### src/rtl/q62_bcd_formatter.sv
// Sequential Q6.2 to sign-magnitude BCD converter for the calculator display path.
// Integer part via one-shift-per-clock double-dabble; fraction via a fixed quarter lookup.
module q62_bcd_formatter #(
  parameter int         INT_BITS   = 6,
  parameter logic [3:0] BLANK_CODE = 4'hF
) (
  input  logic       clk,
  input  logic       rst_n,
  input  logic       start,
  input  logic [7:0] value,
  input  logic       err_in,
  output logic       busy,
  output logic       done,
  output logic       sign,
  output logic [3:0] tens,
  output logic [3:0] units,
  output logic [3:0] frac_d1,
  output logic [3:0] frac_d2,
  output logic       err_flag,
  output logic [1:0] dbg_state
);

  localparam int CW = $clog2(INT_BITS + 1);

  // Handshake: start is sampled only in IDLE; busy covers LOAD and SHIFT;
  // done is a one-cycle pulse in DONE with outputs already updated.
  typedef enum logic [1:0] {
    S_IDLE  = 2'd0,
    S_LOAD  = 2'd1,
    S_SHIFT = 2'd2,
    S_DONE  = 2'd3
  } state_t;

  state_t state, state_nxt;

  logic [7:0]          val_q;
  logic                neg_q;
  logic [1:0]          frac_q;
  logic [INT_BITS-1:0] int_sr;
  logic [7:0]          bcd_sr;
  logic [CW-1:0]       cnt;

  logic [8:0]          val_ext;
  logic [8:0]          mag;
  logic [3:0]          tens_adj;
  logic [3:0]          units_adj;
  logic [7:0]          bcd_nxt;
  logic [INT_BITS-1:0] int_nxt;
  logic                last_shift;
  logic                accept;

  // 9-bit negate so that -128 yields +128 rather than wrapping.
  assign val_ext = {val_q[7], val_q};
  assign mag     = val_q[7] ? (~val_ext + 9'd1) : val_ext;

  assign tens_adj  = (bcd_sr[7:4] >= 4'd5) ? (bcd_sr[7:4] + 4'd3) : bcd_sr[7:4];
  assign units_adj = (bcd_sr[3:0] >= 4'd5) ? (bcd_sr[3:0] + 4'd3) : bcd_sr[3:0];
  assign {bcd_nxt, int_nxt} = {tens_adj, units_adj, int_sr} << 1;

  assign last_shift = (state == S_SHIFT) && (cnt == CW'(1));
  assign accept     = (state == S_IDLE) && start;

  assign busy      = (state == S_LOAD) || (state == S_SHIFT);
  assign done      = (state == S_DONE);
  assign dbg_state = state;

  function automatic logic [7:0] frac_lut(input logic [1:0] q);
    logic [7:0] r;
    case (q)
      2'b00:   r = {4'd0, 4'd0};
      2'b01:   r = {4'd2, 4'd5};
      2'b10:   r = {4'd5, 4'd0};
      default: r = {4'd7, 4'd5};
    endcase
    return r;
  endfunction

  always_comb begin
    state_nxt = state;
    case (state)
      S_IDLE:  if (start) state_nxt = err_in ? S_DONE : S_LOAD;
      S_LOAD:  state_nxt = S_SHIFT;
      S_SHIFT: if (cnt == CW'(1)) state_nxt = S_DONE;
      S_DONE:  state_nxt = S_IDLE;
      default: state_nxt = S_IDLE;
    endcase
  end

  always_ff @(posedge clk or negedge rst_n) begin
    if (!rst_n) state <= S_IDLE;
    else        state <= state_nxt;
  end

  // Conversion datapath.
  always_ff @(posedge clk or negedge rst_n) begin
    if (!rst_n) begin
      val_q  <= '0;
      neg_q  <= 1'b0;
      frac_q <= '0;
      int_sr <= '0;
      bcd_sr <= '0;
      cnt    <= '0;
    end else begin
      if (accept && !err_in) val_q <= value;
      if (state == S_LOAD) begin
        neg_q  <= val_q[7];
        frac_q <= mag[1:0];
        // Integer part tops out at 32; the clamp only guards an impossible carry.
        int_sr <= mag[8] ? '1 : mag[INT_BITS+1:2];
        bcd_sr <= '0;
        cnt    <= CW'(INT_BITS);
      end else if (state == S_SHIFT) begin
        bcd_sr <= bcd_nxt;
        int_sr <= int_nxt;
        cnt    <= cnt - CW'(1);
      end
    end
  end

  // Display registers change only on the edge that enters DONE.
  always_ff @(posedge clk or negedge rst_n) begin
    if (!rst_n) begin
      sign     <= 1'b0;
      tens     <= 4'h0;
      units    <= 4'h0;
      frac_d1  <= 4'h0;
      frac_d2  <= 4'h0;
      err_flag <= 1'b0;
    end else if (accept && err_in) begin
      sign     <= 1'b0;
      tens     <= BLANK_CODE;
      units    <= BLANK_CODE;
      frac_d1  <= BLANK_CODE;
      frac_d2  <= BLANK_CODE;
      err_flag <= 1'b1;
    end else if (last_shift) begin
      sign               <= neg_q;
      tens               <= bcd_nxt[7:4];
      units              <= bcd_nxt[3:0];
      {frac_d1, frac_d2} <= frac_lut(frac_q);
      err_flag           <= 1'b0;
    end
  end

endmodule

### config.mk
export PLATFORM = sky130hd
export DESIGN_NAME = q62_bcd_formatter
export DESIGN_NICKNAME = d
export VERILOG_FILES = /design/src/rtl/q62_bcd_formatter.sv
export SDC_FILE = /design/constraint.sdc
export NUM_CORES = 1
export LEC_CHECK = 0
export CORE_MARGIN = 2
export CORE_UTILIZATION = 30
export CTS_BUF_LIST = sky130_fd_sc_hd__clkbuf_4 sky130_fd_sc_hd__clkbuf_8 sky130_fd_sc_hd__clkbuf_16
export DETAILED_ROUTE_END_ITERATION = 6
export PLACE_DENSITY = 0.55
export SYNTH_ARGS = -nofsm -noshare
export SYNTH_HDL_FRONTEND = slang
export SYNTH_SLANG_ARGS = --single-unit
### constraint.sdc
create_clock -name clk -period 1.7 [get_ports clk]
set_input_delay 0.17 -clock clk [delete_from_list [all_inputs] [get_ports clk]]
set_output_delay 0.17 -clock clk [all_outputs]
set_load 0.1 [all_outputs]
# Word-level counts from Yosys, hierarchy flattened
# Index checks and enable logic that the tools add are counted.
# word_totals
output_inout_bits,22
regBits,48
# classes
n_reduce_logical,11
n_lt_le_gt_ge,2
bitwise,1
n_eq_ne,8
addsub,4
mux,27
# ops
op,count
2-to-1 mux 4 bit,9
one-hot mux 7 bit (3 select lines),1
2-to-1 mux 6 bit,3
2-to-1 mux 8 bit,2
"adder 9 x 1 -> 9 bit, second input constant",1
2-to-1 mux 3 bit,3
2-to-1 mux 9 bit,1
inverter 9 bit,1
"greater-or-equal comparator 4 x 3 -> 1 bit, second input constant",2
one-hot mux 2 bit (4 select lines),1
"equality test 2 bit, second input constant",3
2-to-1 mux 2 bit,3
"adder 4 x 2 -> 4 bit, second input constant",1
"equality test 2 x 1 -> 1 bit, second input constant",2
logical AND 1 bit,4
logical NOT 2 bit,2
2-to-1 mux 1 bit,4
nonzero test 2 bit,2
"adder 3 x 2 -> 3 bit, second input constant",1
"equality test 3 x 1 -> 1 bit, second input constant",1
"subtractor 3 x 1 -> 3 bit, second input constant",1
"inequality test 2 x 1 -> 1 bit, second input constant",1
"inequality test 2 bit, second input constant",1
AND reduction 2 bit,1
2 further kinds,2

# Depth between registers and ports, before layout
# Gate-level depths: netlist of the first run.
# logic_depth
ltp_word,5
depth_mapped,7
ltp_nobuf,6

# Worst setup path after synthesis of the first run
# OpenSTA, ideal clock, no wires.
# synth_timing
kind,register to register
startpoint,"register state[0], in the netlist dbg_state[0]"
endpoint,register bcd_sr[3]
synth_period_minus_slack_ns,2.985
path_stages_with_launch,6
setup_time_ns,0.139
required_time_ns,1.561
path_slack_ns,-1.285
t_arrival_ns,2.846
cell_sequence,dfrtp_1 > inv_1 > ha_1 > clkbuf_1 > clkbuf_1 > o22ai_1
# synth_via
elab_chain_cells,2
# synth_rtl
element,line,text
start: declaration,34,"state_t state, state_nxt;"
start signal: assignment,91,else state <= state_nxt;
equality test 2 x 1 -> 1 bit or equality test 2 bit (tied branches),"105, 112",
2-to-1 mux 8 bit or nonzero test 2 bit (tied branches),--,
end signal: assignment,113,bcd_sr <= bcd_nxt;
end: declaration,40,logic [7:0] bcd_sr;
# Several ways; a longest one is shown, not always the timed one.
# A chain may end at the register's enable or synchronous reset.

# Worst setup path after layout of the first run
# layout_timing
startpoint,register val_q[0]
endpoint,register int_sr[4]
# layout_via
elab_chain_cells,5
# layout_rtl
element,line,text
start: declaration,36,logic [7:0] val_q;
start signal: assignment,104,if (accept && !err_in) val_q <= value;
inverter 9 bit,54,assign mag = val_q[7] ? (~val_ext + 9'd1) : val_ext;
adder 9 x 1 -> 9 bit,54,
2-to-1 mux 9 bit,54,
2-to-1 mux 6 bit,109,int_sr <= mag[8] ? '1 : mag[INT_BITS+1:2];
2-to-1 mux 6 bit,105,if (state == S_LOAD) begin
end signal: assignment,109,
end signal: assignment,114,int_sr <= int_nxt;
end: declaration,39,logic [INT_BITS-1:0] int_sr;
# Every way passes these cells.

==> out/metrics.yaml, run 1 <==
clock_network:
  clock-sinks: 42
  h-tree-depth: 2
  clock_tree.buffer_depth: 2
  path_clk_slew_ns: 0.09
  numCtsBuffers: 5
  root_buffer: "clkbuf_8"
  cts_tree: "built"
  insertion_delay_ns: 0.29
finish:
  area_delta_synth_final_pct: 36.6
  fin_area_um2: 2860
  final_cell_mix: "dfrtp_1, buf_12, a21oi_1"
  nets: 260
  final_common_cell: "dfrtp_1"
  drive_above_1_share: 0.278
  diodes: 0
die:
  fp.coreArea_um2: 6760
  io_pins: 34
  die_y_um: 87.6
  dieArea_um2: 7670
  floorplan.rows: 30
  die_width_um: 87.6
  start_util: 0.310
grt:
  grt_overflow_total: 0
  grt_antenna_before_repair: 0
  grt_pass1_vias: 1551
  gr-usage-all-layers: 0.123
  grt_max_degree: 18
  grt_pass1_wl_um: 7330
synth:
  synthesis.nets: 221
  yosysTopAreaCellShare: 0.502
  syn_area_per_cell_um2: 10.6
  synthCells: 197
  ys_ff_latch: 42
  syn_area_um2: 2090
  yosysTopAreaCell: "dfrtp_1"
  seq_area_frac_synth: 0.502
  synthTopCellsByArea: "dfrtp_1, mux2_2, ha_1, a21oi_1, inv_1"
  yosysWarnings: 0
  synth_cell_types: 33
timing:
  fmax_mhz: 609
  finalCritPeriodShare: 0.966
  rsz0062_at_grt: "true"
  finalHoldViolations: 0
  relSlewSlack: 0.744
  finalMaxSlewViolations: 0
  skew_ns: 0.00547
  timing.final.crit_period_ns: 1.64
  finalSetupViolations: 0
  worst_slew_pin_slew_ns: 0.383
routing:
  wl_per_cell_um: 13.5
  postRouteWirelength_um: 4280
  dr.pass1.iters: 4
  vias: 1512
  ant_nets: 0
  vias_per_cell: 4.77
  drt_iter0_markers: 51
  drc: 0
placed_design:
  numPortBuffers: 33
  gp_congestion: 0.759
  hpwl_um: 3010
  dpl_cell_area_um2: 2720
worst_setup_path:
  cp.arrival_ns: 1.82
  cp-start-kind: "flop"
  path_class: "reg2reg"
  critPathMaxFanout: 2
  worst-path-buf-inv: 1
  required_ns: 1.88
  cp_slowest_cell: "or3b_4"
  worstSetupEndpointType: "flop"
  path_delay_family: "compound AO/OA/AOI/OAI gates"
  slowest_delay_ns: 0.40
  worstPathCellList: "inv_1 -> ha_1 -> or3b_4 -> o31ai_4 -> mux2i_1 -> a311o_1"
min_path:
  hp-class: "in2async"
run_status:
  status: "finished clean"
flow_run:
  cap_violations: 0
[cell families after synthesis]
kind of cell,synth area share
DFF,0.502
buffers and inverters,0.0627
xor gates and xnor gates,0.0251
AOI/OAI and AO/OA,0.138
muxes,0.0896
and+or+nand+nor,0.111
adders and majority gates,0.0717
[per-stage QoR]
step	instances	hold WS [ns]	worst slack (ns)	utilization	setup TNS, ns
final	317	0.311	0.0580	0.424	0
after global routing	317	0.356	-0.0362	0.424	-0.0502
after global placement	307	0.122	0.0512	0.402	0
after CTS	317	0.323	0.0462	0.422	0
after detailed placement	307	0.115	0.0623	0.402	0
after floorplan	197	-0.126	-0.111	-	-0.973
[layout make-up]
cell class | count | area [um^2]
clock inverter | 3 | 43.8
fill | 654 | 3890
clock buffer | 5 | 68.8
inverter | 17 | 68.8
sequential | 42 | 1060
tap | 80 | 100
timing repair buffer | 44 | 581
multi-input combinational | 126 | 941
[synth_stat cells]
master / n
o21ai_0: 7
nand3_1: 7
nor2b_1: 4
o31ai_1: 1
dfrtp_1: 42
mux2i_1: 3
a31oi_1: 3
o41ai_1: 1
mux2_2: 14
a311o_1: 1
xor2_1: 3
o32a_1: 1
nand3b_1: 3
a22oi_1: 1
buf_4: 6
nor3_1: 2
a21oi_1: 17
o221ai_1: 1
nand2_1: 9
nor4b_1: 1
clkbuf_1: 6
nor2_1: 13
nor4_1: 1
or2_1: 1
xnor2_1: 3
clkinv_1: 1
inv_1: 16
o31ai_4: 1
ha_1: 12
nand2b_1: 4
o22ai_1: 8
o22a_1: 3
or3b_4: 1
[flip-flops by register name, summed over array words and instances (netlist names), 3 cells and up]
signal / count
int_sr: 6
cnt: 3
bcd_sr: 8
units: 4
tens: 4
val_q: 8
[routing by layer]
| layer | wire, um | GRT usage | part of all wire | up-vias |
|---|---|---|---|---|
| met2 | 2000 | 0.191 | 0.47 | 27 |
| met3 | 152 | 0.0339 | 0.035 | 6 |
| met5 | 0 | 0 | 0 | - |
| li1 | - | - | - | 758 |
| met1 | 2070 | 0.168 | 0.48 | 721 |
| met4 | 63 | 0.0378 | 0.015 | 0 |
[final timing paths]
path,startpoint,cells after the start,slack [ns],endpoint
worst max-delay path,val_q[0],6,0.06,int_sr[4]
worst max register to register,val_q[0],6,0.06,int_sr[4]
worst min-delay path,rst_n,2,0.31,units[3]
min in group clk,value[1],2,0.48,val_q[1]
max in group asynchronous,rst_n,3,0.82,val_q[5]
worst min register to register,frac_q[1],1,0.50,frac_d1[2]
[repair_timing]
| action | 4_1_cts | 5_1_grt |
|---|---|---|
| hold endpoints to repair | 14 | 0 |
| pin swaps | 1 | 0 |
| hold buffers | 1 | 0 |
| setup endpoints to repair | 1 | 13 |
| buffers inserted | 1 | 0 |
| gates resized for setup | 0 | 4 |
Power of run 1 is left out: the tool's default activity adds up to more than one toggle a clock period on the data nets, which glitch-free logic cannot reach.
==> run 2, diff against run 1 <==
Settings changed: GPL_TIMING_DRIVEN set to 0, PLACE_DENSITY 0.55 to unset, PLACE_DENSITY_LB_ADDON set to 0.1.
==> run 2 against run 1 <==
- wire length grew 3.3%
- count of clock-buffer cells in the layout grew 1
- core utilization shrank 1.8 points
- critical endpoint unchanged
- design area shrank 4.2%
- die area is the same
- critical path depth is the same
- critical path type unchanged
- sequential share of layout area grew 1.6 points
==> out/metrics.yaml, run 2 (synthesis gave the netlist of run 1 again) <==
timing:
  finalSetupViolations: 0  # unchanged
  rsz0062_at_grt: "true"  # unchanged
  fmax_mhz: 591  # was 609 MHz
  timing.final.crit_period_ns: 1.69  # was 1.64 ns
  relSlewSlack: 0.370  # was 0.744
  finalCritPeriodShare: 0.995  # was 0.966
  finalHoldViolations: 0  # unchanged
  worst_slew_pin_slew_ns: 0.949  # was 0.383 ns
  finalMaxSlewViolations: 0  # unchanged
  skew_ns: 0.00614  # was 0.00547 ns
clock_network:
  h-tree-depth: 2  # unchanged
  cts_tree: "built"  # unchanged
  clock_tree.buffer_depth: 2  # unchanged
  path_clk_slew_ns: 0.09  # about the same
  clock-sinks: 42  # unchanged
  numCtsBuffers: 5  # unchanged
  root_buffer: "clkbuf_8"  # unchanged
  insertion_delay_ns: 0.30  # was 0.29 ns
die:
  die_width_um: 87.6  # unchanged
  die_y_um: 87.6  # unchanged
  dieArea_um2: 7670  # unchanged
  start_util: 0.310  # unchanged
  floorplan.rows: 30  # unchanged
  io_pins: 34  # unchanged
  fp.coreArea_um2: 6760  # unchanged
routing:
  postRouteWirelength_um: 4420  # was 4280 um
  dr.pass1.iters: 4  # unchanged
  drc: 0  # unchanged
  wl_per_cell_um: 13.7  # was 13.5 um
  ant_nets: 0  # unchanged
  drt_iter0_markers: 70  # was 51
  vias_per_cell: 4.75  # was 4.77
  vias: 1531  # was 1512
placed_design:
  gp_congestion: 0.686  # was 0.759
  dpl_cell_area_um2: 2580  # was 2720 um^2
  hpwl_um: 3070  # was 3010 um
  numPortBuffers: 33  # unchanged
finish:
  reg_top3: "bcd_sr: 8 flops, val_q: 8 flops, int_sr: 6 flops"  # unchanged
  diodes: 0  # unchanged
  fill_cells: 692  # was 654
  final_common_cell: "dfrtp_1"  # unchanged
  area_delta_synth_final_pct: 30.9  # was 36.6%
  final_cell_mix: "dfrtp_1, a21oi_1, inv_1"  # was dfrtp_1, buf_12, a21oi_1
  nets: 265  # was 260
  fin_area_um2: 2740  # was 2860 um^2
  multiInputGateArea_um2: 947  # was 941 um^2
  drive_above_1_share: 0.264  # was 0.278
  regArea_um2: 1060  # unchanged
worst_setup_path:
  path_class: "reg2reg"  # unchanged
  worstSetupEndpointType: "flop"  # unchanged
  cp.arrival_ns: 1.88  # was 1.82 ns
  required_ns: 1.88  # about the same
  regToRegSetupSlack_ns: 0.008  # was 0.06 ns
  critPathMaxFanout: 2  # unchanged
  cp-start-kind: "flop"  # unchanged
min_path:
  hp-class: "in2async"  # unchanged
run_status:
  status: "finished clean"  # unchanged
grt:
  grt_overflow_total: 0  # unchanged
  grt_max_degree: 27  # was 18
  grt_pass1_wl_um: 7530  # was 7330 um
  gr-usage-all-layers: 0.129  # was 0.123
  grt_pass1_vias: 1558  # was 1551
  grt_antenna_before_repair: 0  # unchanged
flow_run:
  cap_violations: 0  # unchanged
==> run 2: worst max-delay path, stage by stage (launching register included) <==
cell     delay, ns
dfrtp_1       0.40
inv_1         0.06
ha_1          0.16
or3b_4        0.40
o31ai_4       0.19
mux2i_1       0.11
a311o_1       0.27
==> run 2: layout make-up <==
cell class              count  area share
clock buffers               6      0.0278
repair buffers             37       0.134
multi-input cells         126       0.345
clock inverters             2      0.0137
inverters                  17      0.0255
well taps                  80      0.0365
flip-flops and latches     42       0.386
plain buffers              12      0.0315
==> run 2: final timing paths <==
kind | endpoint | cells after the start | from
min in group clk | val_q[6] | 2 | value[6]
hold reg to reg | frac_d1[1] | 1 | frac_q[0]
max in group asynchronous | dbg_state[0] | 3 | rst_n
setup reg to reg | int_sr[4] | 6 | val_q[1]
hold / removal | tens[1] | 2 | rst_n
setup / recovery | int_sr[4] | 6 | val_q[1]
==> run 2: stage by stage <==
stage                     hold slack (ns)  instances  setup slack, ns   util  TNS, ns
after floorplan                    -0.126        197           -0.111      -   -0.973
after global placement              0.473        310            -1.16  0.380   -37.74
after detailed placement            0.135        311           -0.390  0.382    -1.66
after CTS                           0.343        322        0.0000984  0.404        0
after global routing                0.361        322          -0.0576  0.406  -0.0650
final                               0.333        322          0.00839  0.406        0
==> run 2: layer usage <==
layer / global-route usage / up-vias / part of all wire
li1: - / 768 / -
met1: 0.167 / 725 / 0.49
met2: 0.208 / 31 / 0.45
met3: 0.0283 / 7 / 0.034
met4: 0.0545 / 0 / 0.019
met5: 0 / - / 0
==> run 2: repair_timing <==
item                       in CTS  in global routing
hold endpoints to repair       16                  0
hold buffers                    1                  0
gates resized for setup        54                 17
setup endpoints to repair      32                 23
cloned                          0                  0
setup buffers                   2                  0
pin swaps                       0                  1
Power of run 2 is left out for the same reason.
